<file path="config.mk">
export PLATFORM = sky130hd
export DESIGN_NAME = qlal4s3b_cell_macro
export DESIGN_NICKNAME = d
export VERILOG_FILES = /design/src/rtl/qlal4s3b_cell_macro.sv
export SDC_FILE = /design/constraint.sdc
export NUM_CORES = 1
export LEC_CHECK = 0
export CORE_MARGIN = 5
export CORE_UTILIZATION = 41
export CTS_BUF_LIST = sky130_fd_sc_hd__clkbuf_16
export DETAILED_ROUTE_END_ITERATION = 7
export GPL_TIMING_DRIVEN = 1
export PLACE_DENSITY = 0.66
export SLEW_MARGIN = 25
export SYNTH_ARGS = -nofsm -noshare
export SYNTH_HDL_FRONTEND = slang
export SYNTH_SLANG_ARGS = --single-unit
</file>
<file path="constraint.sdc">
create_clock -name clk -period 4.2 [get_ports clk]
set_clock_uncertainty 0.15 [all_clocks]
set_input_delay 0.84 -clock clk [delete_from_list [all_inputs] [get_ports clk]]
set_output_delay 0.84 -clock clk [all_outputs]
set_load 0.03 [all_outputs]
</file>
<file path="src/rtl/qlal4s3b_cell_macro.sv">
// Clock/reset macro: derives two programmable divided clocks from clk, each with
// a reset that is held for a set number of periods and then released on a falling edge.
module qlal4s3b_cell_macro #(
  parameter int CLK0_DIV   = 2,
  parameter int CLK1_DIV   = 4,
  parameter int RST_CYCLES = 16
) (
  input  logic       clk,
  input  logic       rst,
  input  logic       cfg_we,
  input  logic [1:0] cfg_addr,
  input  logic [7:0] cfg_wdata,
  output logic [7:0] cfg_rdata,
  output logic       Sys_Clk0,
  output logic       Sys_Clk0_Rst,
  output logic       Sys_Clk1,
  output logic       Sys_Clk1_Rst
);

  localparam int RC_W = (RST_CYCLES < 1) ? 1 : $clog2(RST_CYCLES + 1);
  localparam logic [RC_W-1:0] RC_DONE = RC_W'(RST_CYCLES);
  localparam logic [7:0] RST_DIV0 = (CLK0_DIV < 2) ? 8'd2 : 8'(CLK0_DIV);
  localparam logic [7:0] RST_DIV1 = (CLK1_DIV < 2) ? 8'd2 : 8'(CLK1_DIV);
  localparam logic [1:0][7:0] RST_DIV = {RST_DIV1, RST_DIV0};

  // Divisors below 2 cannot produce a clock, so they are promoted to 2.
  function automatic logic [7:0] clamp_div(input logic [7:0] v);
    return (v < 8'd2) ? 8'd2 : v;
  endfunction

  logic [1:0][7:0] div_reg;
  logic [1:0]      en_reg;
  logic [1:0]      ch_clk;
  logic [1:0]      ch_rst;

  always_ff @(posedge clk) begin
    if (rst) begin
      div_reg <= RST_DIV;
      en_reg  <= 2'b11;
    end else if (cfg_we) begin
      case (cfg_addr)
        2'd0:    div_reg[0] <= clamp_div(cfg_wdata);
        2'd1:    div_reg[1] <= clamp_div(cfg_wdata);
        2'd2:    en_reg     <= cfg_wdata[1:0];
        default: ;
      endcase
    end
  end

  always_comb begin
    cfg_rdata = '0;
    case (cfg_addr)
      2'd0:    cfg_rdata = div_reg[0];
      2'd1:    cfg_rdata = div_reg[1];
      2'd2:    cfg_rdata = {6'b0, en_reg};
      default: cfg_rdata = {6'b0, ch_rst};
    endcase
  end

  for (genvar ch = 0; ch < 2; ch++) begin : g_ch
    logic [7:0]      cnt;
    logic [7:0]      div_act;
    logic            running;
    logic            clk_q;
    logic            rst_q;
    logic [RC_W-1:0] rst_cnt;

    logic [7:0] half;
    logic [7:0] cnt_d;
    logic [7:0] div_d;
    logic       run_d;
    logic       clk_d;

    // Next phase: divisor and enable are only re-sampled at a wrap or while stopped.
    always_comb begin
      half  = 8'((9'(div_act) + 9'd1) >> 1);
      cnt_d = cnt;
      div_d = div_act;
      run_d = running;
      clk_d = 1'b0;
      if (running) begin
        clk_d = (cnt < half);
        if (cnt == div_act - 8'd1) begin
          cnt_d = 8'd0;
          div_d = div_reg[ch];
          run_d = en_reg[ch];
        end else begin
          cnt_d = cnt + 8'd1;
        end
      end else begin
        div_d = div_reg[ch];
        if (en_reg[ch]) begin
          clk_d = 1'b1;
          cnt_d = 8'd1;
          run_d = 1'b1;
        end
      end
    end

    // Reset release waits for RST_CYCLES rising edges, then drops with the next falling edge.
    always_ff @(posedge clk) begin
      if (rst) begin
        cnt     <= 8'd0;
        div_act <= RST_DIV[ch];
        running <= 1'b0;
        clk_q   <= 1'b0;
        rst_q   <= 1'b1;
        rst_cnt <= '0;
      end else begin
        cnt     <= cnt_d;
        div_act <= div_d;
        running <= run_d;
        clk_q   <= clk_d;
        if (!clk_q && clk_d && (rst_cnt != RC_DONE))
          rst_cnt <= rst_cnt + 1'b1;
        if ((rst_cnt == RC_DONE) && clk_q && !clk_d)
          rst_q <= 1'b0;
      end
    end

    assign ch_clk[ch] = clk_q;
    assign ch_rst[ch] = rst_q;
  end

  assign Sys_Clk0     = ch_clk[0];
  assign Sys_Clk1     = ch_clk[1];
  assign Sys_Clk0_Rst = ch_rst[0];
  assign Sys_Clk1_Rst = ch_rst[1];

endmodule

</file>
==> reports/metrics.csv <==
stage;metric;value;unit
logic_synthesis;synth_top_area_frac;0.340;
sta;setup_slack;604;ps
logic_synthesis;yosysTopAreaCell;dfxtp_1;
sta;fin_hold_ws;320;ps
logic_synthesis;synth_area_leaders;dfxtp_1 (34%), ha_1 (7.7%), nor2_1 (6.2%), mux2i_1 (5.7%), xnor2_1 (4.5%);
logic_synthesis;synth-seq-cells;66;
placed_design;portBuffers;24;
drt;vias;3241;
power_and_ir_drop;p_leak;1.68;nW
sta;tightest_slew;956;ps
drt;dr.pass1.iters;4;
grt;grt_pass1_wl;14900;um
sta;slew_headroom;0.361;
die;fp.dieArea;11500;sq um
clock_network;cts_tree;done;
grt;use_met1;0.229;
grt;grt_pass1_vias;3146;
logic_synthesis;synthArstFlopShare;0;
drt;vias_per_cell;5.31;
layout;area_growth;14.6;%
grt;overflow;0;
logic_synthesis;synth_top_flop_cell;dfxtp_1;
logic_synthesis;syn_area_per_cell;8.33;sq um
sta;fmax;278;MHz
job;maxCapViolations;0;
placed_design;routabilityCongestion;0.856;
drt;post_drt_wl_per_cell;14.1;um
die;core;9240;sq um
clock_network;clkLatencyLatePin;320;ps
layout;nFillCells;886;
outcome;status;finished, final reports clean;
clock_network;clkSinkCount;66;
drt;antenna_left;0;
logic_synthesis;synth_enable_flop_cells;0;
power_and_ir_drop;peakVddDrop;0.000192;V
clock_network;cts_post_setup_buffers_inserted;0;
sta;rsz0062_at_grt;false;
drt;drt_wl_total;8570;um
clock_network;cts-resized-gates;0;
sta;setup_viol;0;
die;die_height;107;um
grt;grt_max_degree;60;
logic_synthesis;syn-num-nets;503;
die;ioPinCount;25;
drt;drtIter0Drc;189;
die;rows;35;
layout;finish.utilization;0.482;
layout;fin_nets;514;
setup_path;crit_path_top_delay_cell;clkdlybuf4s50_1;
hold_path;hold_path_class;reg2reg;
setup_path;cp_common_cell;clkdlybuf4s50_1;
setup_path;required;3210;ps
setup_path;critPathArrivalTime;2610;ps
setup_path;max_stage_delay;690;ps
sta;finalCritPeriodShare;0.856;
logic_synthesis;synth.most_common_cell;dfxtp_1;
clock_network;cts_made_buffers;9;
setup_path;critPathKind;in2out;
placed_design;place_hpwl;6430;um
die;die_w;107;um
drt;drc;0;
grt;grt_use_total;0.161;
layout;n_antenna_cell;0;
clock_network;postCtsHoldBufs;0;
sta;finalHoldViolCount;0;
grt;use_met3;0.0288;
clock_network;clock_path_buffers;2;
grt;grt_most_used_layer;met2;
logic_synthesis;synth_cells;466;
logic_synthesis;ys_types;49;
logic_synthesis;synthesis.area;3880;sq um
setup_path;crit_chain;clkdlybuf4s50_1 > buf_4 > mux2i_1 > nor2_1 > clkdlybuf4s50_1;
logic_synthesis;ys_top_cells_by_count;dfxtp_1 (66), nor2_1 (64), nand2_1 (40);
sta;post-route-min-period;3600;ps
sta;drv_slew;0;
clock_network;htree_levels;3;
die;initial_utilization;0.420;
setup_path;cp-start-kind;input pin;
grt;grt_use_met2;0.241;
setup_path;critPathCaptureType;output pin;
placed_design;post-place-ws;583;ps
clock_network;cts_root_buf;clkbuf_16;
setup_path;crit_fanout;7;
logic_synthesis;ys_seq_area_frac;0.340;
sta;fin_tns_setup;0;ps
layout;drive_gt1_frac;0.0582;
logic_synthesis;yosys_warnings;0;
clock_network;clkSlewWorstSetupHoldPaths;50;ps
grt;antenna_found_initial;0;
power_and_ir_drop;power.density;355;nW/um^2
==> cell families (layout without fill, tap and decap cells) <==
group,after synthesis,after routing,synth area share
AO/OA/AOI/OAI,77,77,0.132
XOR/XNOR,40,40,0.0902
adder cells (fa/ha/maj),24,24,0.0773
buffers and inverters,42,57,0.0490
flip-flops,66,66,0.340
multiplexers,24,24,0.0683
AND/OR/NAND/NOR,193,193,0.242
==> critical path: cells and delay by family <==
kind                   cells  cell delay, ps
buffers and inverters      3            1540
AND/OR/NAND/NOR            1             130
multiplexers               1              90
==> power breakdown <==
part           internal (mW)  switching, mW  total, mW
clock                  0.446          0.253      0.699
sequential             0.651         0.0335      0.684
combinational         0.0890          0.108      0.197
==> worst paths after layout <==
kind	start	end	slack (ps)	cells after the start
worst min-delay path	div_reg[4]	g_ch[0].div_act[4]	320	2
worst min register to register	div_reg[4]	g_ch[0].div_act[4]	320	2
worst max register to register	g_ch[0].div_act[3]	g_ch[0].rst_cnt[2]	850	12
worst max-delay path	cfg_addr[0]	cfg_rdata[4]	600	5
==> layer usage <==
| metal | vias to the layer above | part of all wire |
|---|---|---|
| met2 | 58 | 0.43 |
| li1 | 1651 | - |
| met3 | 4 | 0.038 |
| met5 | - | 0 |
| met1 | 1528 | 0.53 |
| met4 | 0 | 0.0070 |
==> layout by cell type (no fill, tap or decap), drive strengths merged, types with 7 or more instances in the layout <==
cell type | Yosys | routed
o21ai | 14 | 14
xor2 | 20 | 20
nand2b | 11 | 11
nor3 | 7 | 7
clkbuf | 20 | 9
inv | 14 | 15
nor2 | 64 | 64
dfxtp | 66 | 66
a21oi | 28 | 28
ha | 24 | 24
mux2i | 22 | 22
nand2 | 40 | 40
nand3 | 28 | 28
xnor2 | 20 | 20
clkdlybuf4s50 | 0 | 23
==> through the flow <==
step                total power, mW  area, sq um  cells
floorplan                     0.834         3880    466
global placement              0.886         4170    595
detailed placement            0.893         4170    595
CTS                            1.59         4450    610
global route                   1.65         4450    610
finish                         1.58         4450    610
==> cell type report <==
type	instances	area, sq um	share of cell area
inverter	14	52.6	0.0118
clock inverter	6	50.0	0.0112
multi-input combinational	358	2370	0.533
sequential	66	1320	0.297
clock buffer	9	225	0.0506
tap	129	161	0.0363
timing repair buffer	28	268	0.0602
(Power assumes the default switching activity.)
==> edit 1, RTL diff (same flow settings) <==
Set the parameter `RST_CYCLES` to 32 (it was 16).
--- a/src/rtl/qlal4s3b_cell_macro.sv
+++ b/src/rtl/qlal4s3b_cell_macro.sv
@@ -5,3 +5,3 @@
   parameter int CLK1_DIV   = 4,
-  parameter int RST_CYCLES = 16
+  parameter int RST_CYCLES = 32
 ) (
Check against the original RTL: no difference found for any inputs over 4 cycles, from zero or initial values and one cycle with rst high; that may be too few to reach the edited logic, so the function may still have changed.
==> edit 1 against the unedited design <==
Wire length increased by 4.4%; cell area rose by 1.7%; sequential cell count up 2; clock power fell by 1%; worst setup slack better by 0.051 ns; power grew 0.81%; synthesized area up 2.2%; sequential power grew 3%; critical path type unchanged; critical endpoint is now cfg_rdata[1]; highest routed layer unchanged.
==> edit 1: results (changes against the unedited design) <==
Outcome
  • Outcome: finished, final reports clean

Placed design
  • Placed wire-length estimate: 6.53 mm (+1.5%)
  • Placed cell area: 4250 µm² (+1.8%)
  • Final RePlAce weighted congestion: 0.833 (-2.8%)
  • Place WS: 0.645 ns (+0.0613 ns)
  • Post-placement cell count: 597 (+0.34%)

Cells and area
  • Ratio of cells with drive above 1 in the final layout: 6.67% (+0.85 points)
  • Final nets: 512 (-0.39%)
  • Fillers: 931 (+5.1%)
  • Fin cells: 613 (+0.49%)

Power and ir drop
  • Pleak: 0.00174 µW (+3.4%)
  • Internal power: 1160 µW (-2.1%)
  • Flop pwr share: 44.1% (+0.8 points)
  • Peak VDD IR: 0.000163 V (-15%)
  • Clk power: 689 µW (-1%)

Setup path
  • CP max stage delay: 0.61 ns (-0.08 ns)
  • Worst flop-to-flop path endpoint: g_ch[0].rst_cnt[0]$_SDFFE_PP0P_
  • Reg2reg setup slack: 0.72 ns (-0.13 ns)
  • Critical Path AT: 2.55 ns (-0.06 ns)
  • FF-to-FF Start: g_ch[0].div_act[2]$_SDFFE_PP0P_
  • Crit path capture: cfg_rdata[1]
  • Reg2Reg Depth: 11 (-1)

Detailed routing
  • Vias per std cell: 5.27 (-0.83%)
  • Initial DRC Count: 205 (+8.5%)

Yosys
  • Post-synthesis compound-gate area fraction: 10.8% (-2.4 points)
  • Commonest cells post-synth: 68 x dfxtp_1, 66 x nor2_1, 35 x nand2_1
  • Syn Area/Cell: 8.59 µm² (+3.1%)
  • Synth Area in XOR/XNOR: 10.6% (+1.6 points)
  • Syn nets: 499 (-0.80%)
  • Synth Area in Adders: 7.57% (-0.17 points)
  • Post-synthesis sequential area ratio: 34.3% (+0.27 points)
  • Mux cell area share after synthesis: 8.73% (+1.9 points)
  • Warning count from the yosys run: 0 (unchanged)

Global route
  • Largest net degree at the start of global routing: 52 (-13%)
  • Vias in the first global route: 3,132 (-0.45%)

Timing
  • Slew @ Worst Pin: 0.942 ns (-0.0139 ns)
[edit 1: cell types whose count changed after synthesis, moves of 4 or more]
cell and delta:
nand2_1 -5, nand4b_1 -4, o21ai_0 -7, a21oi_1 -8
xnor2_1 +11, nand2b_1 -7, clkbuf_1 -8, mux2i_1 +7
a211oi_1 -4
[edit 1: final cells by class]
class                           instances  area [µm²]  area share (%)
Clock buffer                            9         225            4.98
Clock inverter                          7        53.8            1.19
Inverter                               17        63.8            1.41
Multi-Input combinational cell        351        2390            52.8
Sequential cell                        68        1360            30.1
Tap cell                              133         166            3.68
Timing Repair Buffer                   28         265            5.86
[edit 1: layer usage]
metal / track usage (%) / wire length (µm)
met4: 5.86 / 58
met2: 24.8 / 4070
met1: 23.0 / 4480
met5: 0 / 0
met3: 2.63 / 350
[edit 1: stage by stage]
step                util, %  hold WS, ns
CTS                    47.2        0.330
global placement       44.3        0.310
finish                 47.2        0.328
floorplan                 -        0.296
detailed placement     44.3        0.320
global route           47.2        0.363
==> edit 2, RTL diff (same settings) <==
Made on the original files. Register the output `cfg_rdata`; this adds one clock of latency there. The other outputs are not delayed to match.
--- a/src/rtl/qlal4s3b_cell_macro.sv
+++ b/src/rtl/qlal4s3b_cell_macro.sv
@@ -24,2 +24,4 @@
   localparam logic [1:0][7:0] RST_DIV = {RST_DIV1, RST_DIV0};
+
+  logic [7:0] cfg_rdata_d;
 
@@ -50,8 +52,8 @@
   always_comb begin
-    cfg_rdata = '0;
+    cfg_rdata_d = '0;
     case (cfg_addr)
-      2'd0:    cfg_rdata = div_reg[0];
-      2'd1:    cfg_rdata = div_reg[1];
-      2'd2:    cfg_rdata = {6'b0, en_reg};
-      default: cfg_rdata = {6'b0, ch_rst};
+      2'd0:    cfg_rdata_d = div_reg[0];
+      2'd1:    cfg_rdata_d = div_reg[1];
+      2'd2:    cfg_rdata_d = {6'b0, en_reg};
+      default: cfg_rdata_d = {6'b0, ch_rst};
     endcase
@@ -129,2 +131,6 @@
 
+  always_ff @(posedge clk) begin
+    cfg_rdata <= cfg_rdata_d;
+  end
+
 endmodule
Formal check against the unedited RTL: not equivalent (Yosys sat finds a counterexample within 4 cycles, from zero or initial values and one cycle with rst high).
==> edit 2 against the unedited design <==
Worst setup slack better by 0.39 ns; worst hold slack better by 0.022 ns; sequential power is 12% higher; power is 14% higher; highest routed layer unchanged; core utilization is 0.90 points lower; cell area is 8.2% higher; count of clock-buffer cells in the layout stayed put; sequential cell count is 8 higher; synthesized area is 8.4% higher; wire length is 12% higher.
==> edit 2: results (changes against the unedited design) <==
Outcome
  • Outcome: finished, final reports clean

Power and ir drop
  • Peak VDD IR: 0.000207 V (+7.4%)
  • Clock share of power: 45.1% (+0.9 points)
  • Pleak: 0.00184 µW (+9.6%)
  • Switching power: 497 µW (+26%)
  • Combinational power: 215 µW (+9%)
  • Clk power: 809 µW (+16%)

Cells and area
  • Final nets: 524 (+1.9%)
  • Area Growth Syn to Fin: 14.3%
  • Fillers: 979 (+10%)
  • Fin cells: 628 (+3.0%)
  • Ratio of cells with drive above 1 in the final layout: 8.54% (+2.7 points)

Hold path
  • Source of the worst hold timing path: g_ch[0].rst_cnt[4]$_SDFFE_PP0P_
  • Hold endpoint: g_ch[0].rst_cnt[4]$_SDFFE_PP0P_
  • Worst Hold Class: register to register

Global route
  • Total GRT Usage: 15.8% (-0.28 points)
  • Global-route met3 utilization: 2.34% (-0.54 points)
  • Largest net degree at the start of global routing: 51 (-15%)
  • First-pass GRT wire length: 16.2 mm (+8.3%)
  • Met1 GRT Util: 21.1% (-1.8 points)
  • Vias in the first global route: 3,282 (+4.3%)
  • GRT met2 Usage: 25.2% (+1.1 points)

Placed design
  • Post-placement cell count: 612 (+2.9%)
  • Placed wire-length estimate: 6.76 mm (+5.2%)
  • Place WS: 0.993 ns (+0.410 ns)
  • Final RePlAce weighted congestion: 0.844 (-1.5%)
  • Placed cell area: 4500 µm² (+7.9%)

Setup path
  • Reg2Reg Depth: 11 (-1)
  • Critical Path AT: 3.28 ns (+0.67 ns)
  • CP max stage delay: 0.47 ns (-0.22 ns)
  • Slowest-stage cell, CP: dfxtp_1
  • Worst-path maximum fanout: 9 (+2)
  • Crit Path Category: register to register
  • Worst flop-to-flop path endpoint: g_ch[1].rst_cnt[0]$_SDFFE_PP0P_
  • CP delay by family, top: compound AO/OA/AOI/OAI gates
  • FF-to-FF Start: g_ch[1].div_act[0]$_SDFFE_PP0P_

Clock network
  • Clock Tree Buf Depth: 2 (unchanged)
  • Worst-skew pair later-pin latency: 0.34 ns (+0.02 ns)
  • Clock slew seen by the registers of the worst setup and hold paths: 0.06 ns

Yosys
  • Dominant cells by area after synthesis: dfxtp_1 35%, ha_1 7.1%, mux2i_1 5.5%
  • Syn Area/Cell: 8.79 µm² (+5.5%)
  • Commonest cells post-synth: 74 x dfxtp_1, 57 x nor2_1, 26 x nand2_1
  • Post-synthesis sequential area ratio: 35.2% (+1.2 points)
  • Post-synth cell types: 60 (+22%)

Timing
  • Slew headroom: 51.2% (+15 points)
  • Setup ws final: 0.994 ns (+0.390 ns)
  • Hold slack final: 0.342 ns (+0.0224 ns)

Detailed routing
  • Metal2 WL: 4.52 mm (+24%)
  • Wire per inst: 15.3 µm (+8.8%)
  • M1 wire length: 4.62 mm (+1.8%)
  • DR vias: 3,377 (+4.2%)
  • Routed wl met3: 305 µm (-5.6%)
  • Initial DRC Count: 159 (-16%)
-- edit 2: cell types whose count changed in the layout (fill, tap and decap cells not counted), moves of 5 or more --
cell and change:
nand2_1 -14, nand3_1 -11, a21oi_1 -9, nand3b_1 +9
o21ai_1 +9, dfxtp_1 +8, nor2_1 -7, a21oi_2 +5
nor3_1 +5, o21ai_2 +5
-- edit 2: layout make-up --
| class | count | area share (%) |
|---|---|---|
| inverters | 16 | 1.25 |
| well taps | 136 | 3.54 |
| flip-flops and latches | 74 | 30.8 |
| multi-input cells | 359 | 52.7 |
| repair buffers | 27 | 5.36 |
| clock inverters | 7 | 1.74 |
| clock buffers | 9 | 4.68 |
-- edit 2: cell families after synthesis --
logic type	synth area share, %
XOR/XNOR	8.32
adder cells (fa/ha/maj)	7.13
buffers and inverters	4.64
AND/OR/NAND/NOR	21.4
flip-flops	35.2
multiplexers	7.34
AO/OA/AOI/OAI	16.0
